**src/rtl/score_pkg.sv**
```systemverilog
// score_pkg: shared score width, default win threshold and score type
package score_pkg;
  localparam int SCORE_W = 7;
  localparam int WIN_SCORE_DEF = 50;
  typedef logic [SCORE_W-1:0] score_t;
endpackage

```
**src/rtl/score_tracker_if.sv**
```systemverilog
// score_tracker_if: collision inputs (goodColl, badColl) and score outputs (currScore, highScore, isGameComplete); master = collision side, slave = tracker
interface score_tracker_if import score_pkg::*; #(parameter int WIDTH = SCORE_W);
  logic goodColl;
  logic badColl;
  logic [WIDTH-1:0] currScore;
  logic [WIDTH-1:0] highScore;
  logic isGameComplete;
  modport master (output goodColl, badColl, input currScore, highScore, isGameComplete);
  modport slave (input goodColl, badColl, output currScore, highScore, isGameComplete);
endinterface

```
**src/rtl/score_tracker_coll_edge_det.sv**
```systemverilog
// coll_edge_det: rising-edge pulse from a level input; ports clk, nRst (async active-high), in -> pulse
module coll_edge_det (
  input  logic clk,
  input  logic nRst,
  input  logic in,
  output logic pulse
);
  logic r_prev;
  always_ff @(posedge clk or posedge nRst)
    if (nRst) r_prev <= 1'b0;
    else r_prev <= in;
  assign pulse = in & ~r_prev;
endmodule

```
**src/rtl/score_tracker.sv**
```systemverilog
// score_tracker: current/high score and sticky win flag; ports clk, nRst (async active-high), bus (score_tracker_if.slave); SCORE_EDGE_DETECT_EN edge-detects collision inputs
module score_tracker import score_pkg::*; #(
  parameter int WIDTH = SCORE_W,
  parameter int WIN_SCORE = WIN_SCORE_DEF
) (
  input logic clk,
  input logic nRst,
  score_tracker_if.slave bus
);
  logic w_good, w_bad;
`ifdef SCORE_EDGE_DETECT_EN
  coll_edge_det u_good (.clk(clk), .nRst(nRst), .in(bus.goodColl), .pulse(w_good));
  coll_edge_det u_bad (.clk(clk), .nRst(nRst), .in(bus.badColl), .pulse(w_bad));
`else
  assign w_good = bus.goodColl;
  assign w_bad = bus.badColl;
`endif
  logic [WIDTH-1:0] r_curr, r_high, w_curr_next, w_high_next;
  logic r_done, w_done_next;
  // badColl dominates; a won game freezes the score; all-ones saturates
  always_comb begin
    w_curr_next = w_bad ? '0 : (w_good && !r_done && !(&r_curr)) ? r_curr + 1'b1 : r_curr;
    w_done_next = !w_bad && (r_done || w_curr_next == WIDTH'(WIN_SCORE));
    w_high_next = w_curr_next > r_high ? w_curr_next : r_high;
  end
  always_ff @(posedge clk or posedge nRst)
    if (nRst) begin
      r_curr <= '0;
      r_high <= '0;
      r_done <= 1'b0;
    end else begin
      r_curr <= w_curr_next;
      r_high <= w_high_next;
      r_done <= w_done_next;
    end
  assign bus.currScore = r_curr;
  assign bus.highScore = r_high;
  assign bus.isGameComplete = r_done;
endmodule

```
**src/flat_wrapper.sv**
```systemverilog
// flat-port wrapper written by rule: the top's interface ports become plain ports
module score_tracker_flat import score_pkg::*;
#(
  parameter int WIDTH = SCORE_W,
  parameter int WIN_SCORE = WIN_SCORE_DEF
)
  (clk, nRst, bus_goodColl, bus_badColl, bus_currScore, bus_highScore, bus_isGameComplete);
  score_tracker_if #(.WIDTH(WIDTH)) bus_i ();
  input logic clk;
  input logic nRst;
  input wire logic [$bits(bus_i.goodColl)-1:0] bus_goodColl;
  input wire logic [$bits(bus_i.badColl)-1:0] bus_badColl;
  output wire logic [$bits(bus_i.currScore)-1:0] bus_currScore;
  output wire logic [$bits(bus_i.highScore)-1:0] bus_highScore;
  output wire logic [$bits(bus_i.isGameComplete)-1:0] bus_isGameComplete;
  assign bus_i.goodColl = bus_goodColl;
  assign bus_i.badColl = bus_badColl;
  assign bus_currScore = bus_i.currScore;
  assign bus_highScore = bus_i.highScore;
  assign bus_isGameComplete = bus_i.isGameComplete;
  score_tracker #(.WIDTH(WIDTH), .WIN_SCORE(WIN_SCORE)) u_core (.clk(clk), .nRst(nRst), .bus(bus_i));
endmodule
```
**config.mk**
```make
export PLATFORM = sky130hd
export DESIGN_NAME = score_tracker_flat
export DESIGN_NICKNAME = d
export VERILOG_FILES = /design/src/rtl/score_pkg.sv /design/src/rtl/score_tracker_if.sv /design/src/rtl/score_tracker_coll_edge_det.sv /design/src/rtl/score_tracker.sv /design/src/flat_wrapper.sv
export SDC_FILE = /design/constraint.sdc
export NUM_CORES = 1
export LEC_CHECK = 0
export BUFFER_PORTS_ARGS = -buffer_cell sky130_fd_sc_hd__buf_2
export CORE_MARGIN = 1
export CORE_UTILIZATION = 55
export DETAILED_ROUTE_END_ITERATION = 8
export PLACE_DENSITY = 0.8
export SLEW_MARGIN = 20
export SYNTH_ARGS = -nofsm -noshare
export SYNTH_HDL_FRONTEND = slang
export SYNTH_HIERARCHICAL = 1
export SYNTH_SLANG_ARGS = --single-unit
```
**constraint.sdc**
```tcl
create_clock -name clk -period 6.25 [get_ports clk]
set_input_delay 0.3125 -clock clk [delete_from_list [all_inputs] [get_ports clk]]
set_output_delay 0.3125 -clock clk [all_outputs]
set_load 0.02 [all_outputs]
```
==> impl_metrics.env, run 1 <==
export IMPL_critical_path_class="reg2reg"
export IMPL_startpoint_type="flip-flop"
export IMPL_grt_max_degree=16
export IMPL_die_width_um=43.03
export IMPL_wl_per_cell_um=13.50
export IMPL_cp_end_kind="flip-flop"
export IMPL_post_dp_hpwl_um=1261
export IMPL_nets=120
export IMPL_final_cell_area_sq_um=1040
export IMPL_p_per_area_nw_per_um2=227.9
export IMPL_drv_slew=0
export IMPL_synth_edff_count=0
export IMPL_core_area_sq_um=1541
export IMPL_avgSynthCellArea_sq_um=10.40
export IMPL_post_cts_repair_setup_buffers=0
export IMPL_holdCritPathClass="in2async"
export IMPL_min_period_ns=3.062
export IMPL_clk_pin_slew_ns=0.08
export IMPL_crit_fanout=8
export IMPL_rsz0062_at_grt="false"
export IMPL_cts_max_level=1
export IMPL_grt_total_usage_pct=20.07
export IMPL_clk_path_buf_depth=2
export IMPL_io_buffers=18
export IMPL_synth_main_ff_cell="dfrtp_1"
export IMPL_diodes=0
export IMPL_grt_pass1_wl_um=2815
export IMPL_yosys_warnings=6
export IMPL_dr_pass1_iters=4
export IMPL_layout_drive_gt1_share_pct=31.78
export IMPL_tritoncts="done"
export IMPL_initial_core_util_pct=60.06
export IMPL_numCtsBuffers=3
export IMPL_placed_cell_area_sq_um=1013
export IMPL_synth_seq_cells=15
export IMPL_yosysUniqueCellTypes=33
export IMPL_period_share_pct=48.99
export IMPL_viasPerCell=5.756
export IMPL_ir_drop_uv=183.6
export IMPL_syn_cell_area_sq_um=925.9
export IMPL_dieHeight_um=43.03
export IMPL_synth_async_reset_ratio_pct=100.0
export IMPL_routed_wl_um=1660
export IMPL_maxCapViolations=0
export IMPL_antenna_found_initial=0
export IMPL_maxSlewHeadroom_pct=58.26
export IMPL_worstPathArrival_ns=3.23
export IMPL_row_count=14
export IMPL_grt_ovfl_total=0
export IMPL_timing_final_setup_violations=0
export IMPL_cts_root_buffer_cell="clkbuf_4"
export IMPL_crit_required_ns=6.42
export IMPL_synth_nets=101
export IMPL_fill_cells=121
export IMPL_area_growth_pct=12.30
export IMPL_gp_congestion=0.8226
export IMPL_num_vias=708
export IMPL_finalHoldViolations=0
export IMPL_drc=0
export IMPL_fin_skew_ns=0.005386
export IMPL_fmax_ghz=0.3266
export IMPL_cts_hold_buf=0
export IMPL_cts_sinks=15
export IMPL_final_core_util_pct=67.45
export IMPL_postRouteAntennaNets=0
export IMPL_post_cts_resized=0
export IMPL_syn_inst=89
export IMPL_p_leak_nw=0.5533
export IMPL_outcome="finished, final reports clean"
export IMPL_yosysSeqAreaShare_pct=40.54
export IMPL_clock_latency_ns=0.28
export IMPL_ios=19
export IMPL_tightest_slew_ns=0.6248
export IMPL_dieArea_sq_um=1852
export IMPL_grt_pass1_vias=653
export IMPL_setup_tns_final_ns=0
export IMPL_drt_initial_drc_count=14
## registers in the layout, summed over array words and instances (netlist names)
register and flops:
u_core/bus.highScore 7, u_core/bus.currScore 7, u_core/bus.isGameComplete 1
## power breakdown
| part | leakage (nW) | total, mW | internal, mW | switching, mW |
|---|---|---|---|---|
| Combinational | 0.332 | 0.0750 | 0.0341 | 0.0408 |
| Clock | 0.0150 | 0.0532 | 0.0247 | 0.0285 |
| Sequential | 0.207 | 0.109 | 0.103 | 0.00535 |
## cells by family (layout without fill, tap and decap cells)
kind of cell,count (synthesis),count (layout),share of synthesized area (%)
mux,9,9,10.81
compound gates,20,20,16.62
xor+xnor,3,3,2.838
fa+ha+maj,8,8,10.81
buf+inv,14,32,6.487
simple gates,20,20,11.89
flops,15,15,40.54
## per-layer routing
layer | track usage (%) | up-vias | wire [um] | part of all wire [%]
li1 | - | 358 | - | -
met1 | 29.78 | 327 | 770 | 46
met2 | 30.30 | 21 | 820 | 49
met3 | 1.277 | 2 | 57 | 3.4
met4 | 9.091 | 0 | 12 | 0.72
met5 | 0 | - | 0 | 0
## per-stage QoR
step	worst slack [ns]	hold WS, ns	instances	power [mW]
after CTS	3.206	0.07461	123	0.2401
after global routing	2.964	0.1166	123	0.2506
after global placement	3.276	0.3765	119	0.1827
final	3.188	0.06158	123	0.2370
after detailed placement	3.242	0.3818	119	0.1841
after floorplan	3.458	0.2140	89	0.1690
## synth_stat cells, types with 3 or more instances
cell,n,area share [%]
a21oi_1,6,3.2
dfrtp_1,15,41
ha_1,8,11
inv_1,10,4.1
mux2_2,7,8.5
nand2_1,4,1.6
nand3_1,3,1.6
nor2_1,3,1.2
o21ai_0,3,1.6
xor2_1,3,2.8
## final timing paths
kind,slack [ns],to,depth (start not counted),startpoint
setup / recovery,3.19,u_core/bus.highScore[1],9,u_core/bus.isGameComplete
hold / removal,0.06,u_core/bus.highScore[2],2,nRst
setup reg to reg,3.19,u_core/bus.highScore[1],9,u_core/bus.isGameComplete
hold reg to reg,0.53,u_core/bus.highScore[4],1,u_core/bus.highScore[4]
max in group asynchronous,5.82,u_core/bus.currScore[4],2,nRst
min in group clk,0.35,u_core/bus.currScore[5],2,bus_badColl
## cells in the final DEF, fill, tap and decap left out, types with 2 or more instances in the layout
cell type  count
nor2_1         3
inv_1         10
mux2_2         7
a41oi_1        2
ha_1           8
xor2_1         3
nand4_1        2
a21oi_1        6
o21ai_0        3
buf_2         18
clkbuf_4       3
nor2b_1        2
dfrtp_1       15
nand2_1        4
nand3_1        3
## final cells by class
cell class / count / area (sq um) / area share, %
Sequential cell: 15 / 375.4 / 36.10
Inverter: 10 / 37.54 / 3.610
Timing Repair Buffer: 18 / 90.09 / 8.664
Tap cell: 16 / 20.02 / 1.925
Clock buffer: 4 / 26.28 / 2.527
Multi-Input combinational cell: 60 / 490.5 / 47.17
## worst max-delay path, cell delays in order (launching register included)
cell,delay (ns)
dfrtp_1,0.40
nor2b_1,0.51
o211ai_4,0.19
or3_1,0.40
a21oi_2,0.21
ha_1,0.27
nand4_1,0.13
a21oi_1,0.07
o22ai_2,0.38
mux2_2,0.40
Power figures use the tool's default switching activity.
==> run 2: changes to the inputs <==
Settings changed: ABC_AREA from default to 1, CORE_UTILIZATION 55 to 48, PLACE_DENSITY 0.8 to 0.74.
Clock period 6.25 ns to 2.6 ns, I/O delays scaled along.
==> impl_metrics.env, run 2 <==
export IMPL_outcome="finished, final reports clean"
export IMPL_synth_async_reset_ratio_pct=100.0
export IMPL_avgSynthCellArea_sq_um=7.853
export IMPL_finalNonFillerCells=175
export IMPL_yosysSeqAreaShare_pct=38.86
export IMPL_fmax_ghz=0.4111
export IMPL_grt_total_usage_pct=21.32
export IMPL_yosysUniqueCellTypes=20
export IMPL_synth_most_common_cell="nand2_1"
export IMPL_place_inst=167
export IMPL_final_common_cell="nand2_1"
export IMPL_tightest_slew_ns=0.5628
export IMPL_ios=19
export IMPL_crit_fanout=10
export IMPL_maxSlewHeadroom_pct=62.44
export IMPL_gp_congestion=0.7975
export IMPL_grt_pass1_wl_um=3222
export IMPL_die_width_um=46.86
export IMPL_yosys_top_cells_count="nand2_1 (27), inv_1 (22), dfrtp_1 (15)"
export IMPL_diodes=0
export IMPL_whs_ns=0.04977
export IMPL_clk_path_buf_depth=2
export IMPL_cts_max_level=1
export IMPL_antenna_found_initial=0
export IMPL_timing_final_setup_violations=0
export IMPL_syn_cell_area_sq_um=965.9
export IMPL_grt_pass1_vias=791
export IMPL_final_core_util_pct=64.79
export IMPL_grt_ovfl_total=0
export IMPL_layout_common_cells="nand2_1 (27), inv_1 (22), buf_2 (18)"
export IMPL_p_per_area_nw_per_um2=606.4
export IMPL_synth_top_area_share_pct=38.86
export IMPL_numCtsBuffers=3
export IMPL_synthTopCellsByArea="dfrtp_1 (39%), nand2_1 (10%), ha_1 (10%)"
export IMPL_synth_nets=135
export IMPL_maxCapViolations=0
export IMPL_cts_sinks=15
export IMPL_drt_initial_drc_count=20
export IMPL_syn_inst=123
export IMPL_ir_drop_uv=512.6
export IMPL_min_period_ns=2.432
export IMPL_wl_per_cell_um=11.43
export IMPL_yosys_warnings=6
export IMPL_holdCritPathClass="in2reg"
export IMPL_row_count=15
export IMPL_viasPerCell=4.989
export IMPL_cts_root_buffer_cell="clkbuf_4"
export IMPL_critical_path_class="reg2reg"
export IMPL_seqCellArea_sq_um=375.4
export IMPL_multi_input_area_sq_um=499.2
export IMPL_post_dp_hpwl_um=1563
export IMPL_clock_latency_ns=0.28
export IMPL_area_growth_pct=20.86
export IMPL_num_vias=873
export IMPL_tritoncts="done"
export IMPL_nets=163
export IMPL_io_buffers=18
export IMPL_drc=0
export IMPL_postRouteAntennaNets=0
export IMPL_grt_max_degree=16
export IMPL_core_area_sq_um=1802
export IMPL_synth_largest_area_cell="dfrtp_1"
export IMPL_finalHoldViolations=0
export IMPL_fill_cells=167
export IMPL_clk_pin_slew_ns=0.09
export IMPL_cp_end_kind="flip-flop"
export IMPL_fin_skew_ns=0.001291
export IMPL_synth_seq_cells=15
export IMPL_drv_slew=0
export IMPL_dieArea_sq_um=2196
export IMPL_dr_pass1_iters=4
export IMPL_p_leak_nw=0.6655
export IMPL_initial_core_util_pct=53.61
export IMPL_period_share_pct=93.56
export IMPL_worstRegToRegCells=17
export IMPL_routed_wl_um=2000
export IMPL_layout_drive_gt1_share_pct=32.67
export IMPL_synth_edff_count=0
export IMPL_startpoint_type="flip-flop"
export IMPL_crit_required_ns=2.78
export IMPL_dieHeight_um=46.86
export IMPL_hold_depth=2
export IMPL_worstPathArrival_ns=2.61
export IMPL_synth_main_ff_cell="dfrtp_1"
run 2: stage by stage:
step / TNS [ns] / worst slack (ns) / cell area [sq um] / power, mW
6_report: 0 / 0.1676 / 1167 / 0.7079
5_1_grt: -0.01976 / -0.01547 / 1167 / 0.7630
4_1_cts: 0 / 0.1054 / 1134 / 0.7005
3_5_place_dp: 0 / 0.1242 / 1097 / 0.5657
3_3_place_gp: 0 / 0.2487 / 1097 / 0.5552
2_1_floorplan: 0 / 0.1998 / 965.9 / 0.4773
run 2: final timing paths:
kind                                    startpoint                         to  slack [ns]
max                        u_core/bus.currScore[0]    u_core/bus.highScore[4]        0.17
min                                    bus_badColl  u_core/bus.isGameComplete        0.05
max reg2reg                u_core/bus.currScore[0]    u_core/bus.highScore[4]        0.17
min reg2reg                u_core/bus.highScore[0]    u_core/bus.highScore[0]        0.52
max in group asynchronous                     nRst    u_core/bus.currScore[6]        1.80
min in group asynchronous                     nRst    u_core/bus.currScore[1]        0.44
run 2: logic make-up (layout without fill, tap and decap cells):
| kind of cell | count (synthesis) | count (layout) | synth area share [%] |
|---|---|---|---|
| AOI/OAI and AO/OA | 15 | 15 | 9.197 |
| adders and majority gates | 8 | 8 | 10.36 |
| and+or+nand+nor | 58 | 58 | 30.96 |
| buffers and inverters | 27 | 54 | 10.62 |
| DFF | 15 | 15 | 38.86 |
run 2: cell type report:
type	count	share of cell area [%]
Multi-Input combinational cell	81	42.77
Tap cell	25	2.680
Timing Repair Buffer	24	11.79
Clock buffer	4	2.251
Inverter	26	8.360
Sequential cell	15	32.15
run 2: power breakdown:
group	switching (mW)	leakage [nW]	internal, mW
registers	0.0154	0.203	0.261
clock network	0.0740	0.0150	0.0596
logic	0.183	0.448	0.115
total	0.273	0.665	0.435
run 2: worst max-delay path: stages (launching register included):
cell	delay (ns)
dfrtp_1	0.43
ha_2	0.23
nand2_2	0.08
nor2_4	0.05
buf_4	0.13
nand3_1	0.06
nand2_1	0.06
nand2_1	0.11
inv_1	0.08
ha_1	0.30
nand2_1	0.08
nor2_2	0.13
nand2_1	0.07
o211ai_1	0.08
nand2_1	0.11
buf_4	0.19
nor2_1	0.09
a21oi_1	0.04
run 2: routing by layer:
layer  wire, um  vias up  part of all wire (%)  global-route usage [%]
met1        876      405                    44                   26.47
met4         44        0                   2.2                   8.571
li1           -      442                     -                       -
met3         78        6                   3.9                   3.462
met5          0        -                     0                       0
met2       1001       20                    50                   36.94
run 2: what timing repair did:
item	CTS	global route
endpoints found under the setup margin	0	7
gates resized for setup	0	4
buffers inserted	0	3
hold endpoints to repair	15	0
hold buffers	1	0
==> run 3: changes to the inputs <==
==> constraint.sdc (replaced) <==
create_clock -name clk -period 2.6 [get_ports clk]
set_input_delay 0.39 -clock clk [delete_from_list [all_inputs] [get_ports clk]]
set_output_delay 0.39 -clock clk [all_outputs]
set_load 0.02 [all_outputs]
==> impl_metrics.env, run 3 (synthesis results as in run 2) <==
export IMPL_maxSlewHeadroom_pct=62.99
export IMPL_p_seq_share_pct=39.2
export IMPL_grt_pass1_vias=790
export IMPL_whs_ns=0.1398
export IMPL_cp_slowest_stage_delay_ns=0.43
export IMPL_clock_latency_ns=0.28
export IMPL_min_period_ns=2.432
export IMPL_p_per_area_nw_per_um2=609.4
export IMPL_timing_final_setup_violations=0
export IMPL_ir_drop_uv=510.6
export IMPL_drt_initial_drc_count=20
export IMPL_initial_core_util_pct=53.61
export IMPL_outcome="finished, final reports clean"
export IMPL_place_inst=167
export IMPL_maxCapViolations=0
export IMPL_p_sw_share_pct=38.43
export IMPL_cp_end_kind="flip-flop"
export IMPL_power_switching_mw=0.2710
export IMPL_cts_sinks=15
export IMPL_nets=162
export IMPL_worstPathArrival_ns=2.61
export IMPL_io_buffers=18
export IMPL_startpoint_type="flip-flop"
export IMPL_finalNonFillerCells=174
export IMPL_viasPerCell=5.017
export IMPL_fmax_ghz=0.4112
export IMPL_cts_hold_buf=0
export IMPL_intPower_mw=0.4343
export IMPL_numCtsBuffers=3
export IMPL_grt_max_degree=16
export IMPL_cts_root_buffer_cell="clkbuf_4"
export IMPL_cp_common_cell="nand2_1"
export IMPL_post_dp_hpwl_um=1563
export IMPL_clk_pin_slew_ns=0.09
export IMPL_tightest_slew_ns=0.5545
export IMPL_final_common_cell="nand2_1"
export IMPL_drv_slew=0
export IMPL_row_count=15
export IMPL_p_comb_share_pct=42.0
export IMPL_clk_path_buf_depth=2
export IMPL_rr_startpoint="u_core/bus.currScore[0]"
export IMPL_fin_skew_ns=0.001346
export IMPL_holdCritPathClass="in2async"
export IMPL_gp_congestion=0.7975
export IMPL_grt_total_usage_pct=21.32
export IMPL_wl_per_cell_um=11.41
export IMPL_finalHoldViolations=0
export IMPL_period_share_pct=93.54
export IMPL_area_growth_pct=19.82
export IMPL_grt_ovfl_total=0
export IMPL_cp_top_family="simple AND/OR/NAND/NOR gates"
export IMPL_antenna_found_initial=0
export IMPL_crit_buf_inv=3
export IMPL_p_leak_nw=0.6613
export IMPL_crit_fanout=10
export IMPL_dieArea_sq_um=2196
export IMPL_layout_drive_gt1_share_pct=32.89
export IMPL_diodes=0
export IMPL_layout_common_cells="nand2_1 (27), inv_1 (22), buf_2 (18)"
export IMPL_clockPowerShare_pct=18.8
export IMPL_cp_startpoint="u_core/bus.currScore[0]"
export IMPL_ios=19
export IMPL_tritoncts="done"
export IMPL_postRouteAntennaNets=0
export IMPL_drc=0
export IMPL_core_area_sq_um=1802
export IMPL_die_width_um=46.86
export IMPL_dr_pass1_iters=4
export IMPL_routed_wl_um=1985
export IMPL_cts_max_level=1
export IMPL_crit_slowest_cell="dfrtp_1"
export IMPL_grt_pass1_wl_um=3222
export IMPL_crit_required_ns=2.77
export IMPL_critical_path_class="reg2reg"
export IMPL_num_vias=873
export IMPL_dieHeight_um=46.86
export IMPL_crit_chain="ha_2 -> nand2_2 -> nor2_4 -> buf_4 -> nand3_1 -> nand2_1 -> nand2_1 -> inv_1 -> ha_1 -> nand2_1 -> nor2_2 -> nand2_1 -> o211ai_1 -> nand2_1 -> buf_4 -> nor2_1 -> a21oi_1"
==> run 3: changes by cell type in the layout (fill, tap and decap cells not counted), sizes merged <==
cell	change
dlygate4sd3	-1
==> run 3: routing by layer <==
layer  GRT usage (%)  share of wire [%]  vias to the layer above  routed length [um]
met4           8.571                2.2                        0                  44
met1           26.47                 43                      405                 853
met2           36.94                 50                       22                 999
met3           3.462                4.4                        6                  87
li1                -                  -                      440                   -
met5               0                  0                        -                   0
==> run 3: worst reg2reg max path: cells and delay by family, from the launching register on <==
kind                       cells  cell delay (ns)
DFF                            1             0.43
buffers and inverters          3             0.40
AOI/OAI and AO/OA              2             0.12
adders and majority gates      2             0.53
and+or+nand+nor               10             0.85
==> run 3: path summary, 6_finish.rpt <==
kind / cells after the start / to / slack, ns
min in group clk: 2 / u_core/bus.isGameComplete / 0.31
max in group asynchronous: 2 / u_core/bus.currScore[6] / 2.10
setup / recovery: 17 / u_core/bus.highScore[4] / 0.17
hold / removal: 2 / u_core/bus.highScore[3] / 0.14
setup reg to reg: 17 / u_core/bus.highScore[4] / 0.17
hold reg to reg: 2 / u_core/bus.highScore[0] / 0.52
==> run 3: cell type report <==
class / count / area, sq um
Clock buffer: 4 / 26.28
Fill cell: 171 / 644.4
Inverter: 26 / 97.59
Multi-Input combinational cell: 81 / 499.2
Sequential cell: 15 / 375.4
Tap cell: 25 / 31.28
Timing Repair Buffer: 23 / 127.6
==> run 3: power by group through the flow <==
stage / clock network (mW) / logic [mW] / registers, mW
4_1_cts: 0.138 / 0.285 / 0.277
3_3_place_gp: 0 / 0.275 / 0.281
5_1_grt: 0.147 / 0.333 / 0.282
6_report: 0.133 / 0.296 / 0.276
2_1_floorplan: 0 / 0.163 / 0.314
3_5_place_dp: 0 / 0.285 / 0.280
==> run 3: stage by stage <==
step / setup WS [ns] / TNS, ns / instance area, sq um / utilization [%] / power, mW
5_1_grt: -0.01532 / -0.02025 / 1157 / 64.24 / 0.7623
3_3_place_gp: 0.2487 / 0 / 1097 / 60.90 / 0.5552
6_report: 0.1679 / 0 / 1157 / 64.24 / 0.7053
2_1_floorplan: 0.1998 / 0 / 965.9 / - / 0.4773
3_5_place_dp: 0.1242 / 0 / 1097 / 60.90 / 0.5657
4_1_cts: 0.1054 / 0 / 1124 / 62.36 / 0.6993
==> run 3: timing repair <==
action | 4_1_cts | 5_1_grt
buffers inserted | 0 | 3
endpoints found under the setup margin | 0 | 7
resized for setup | 0 | 4
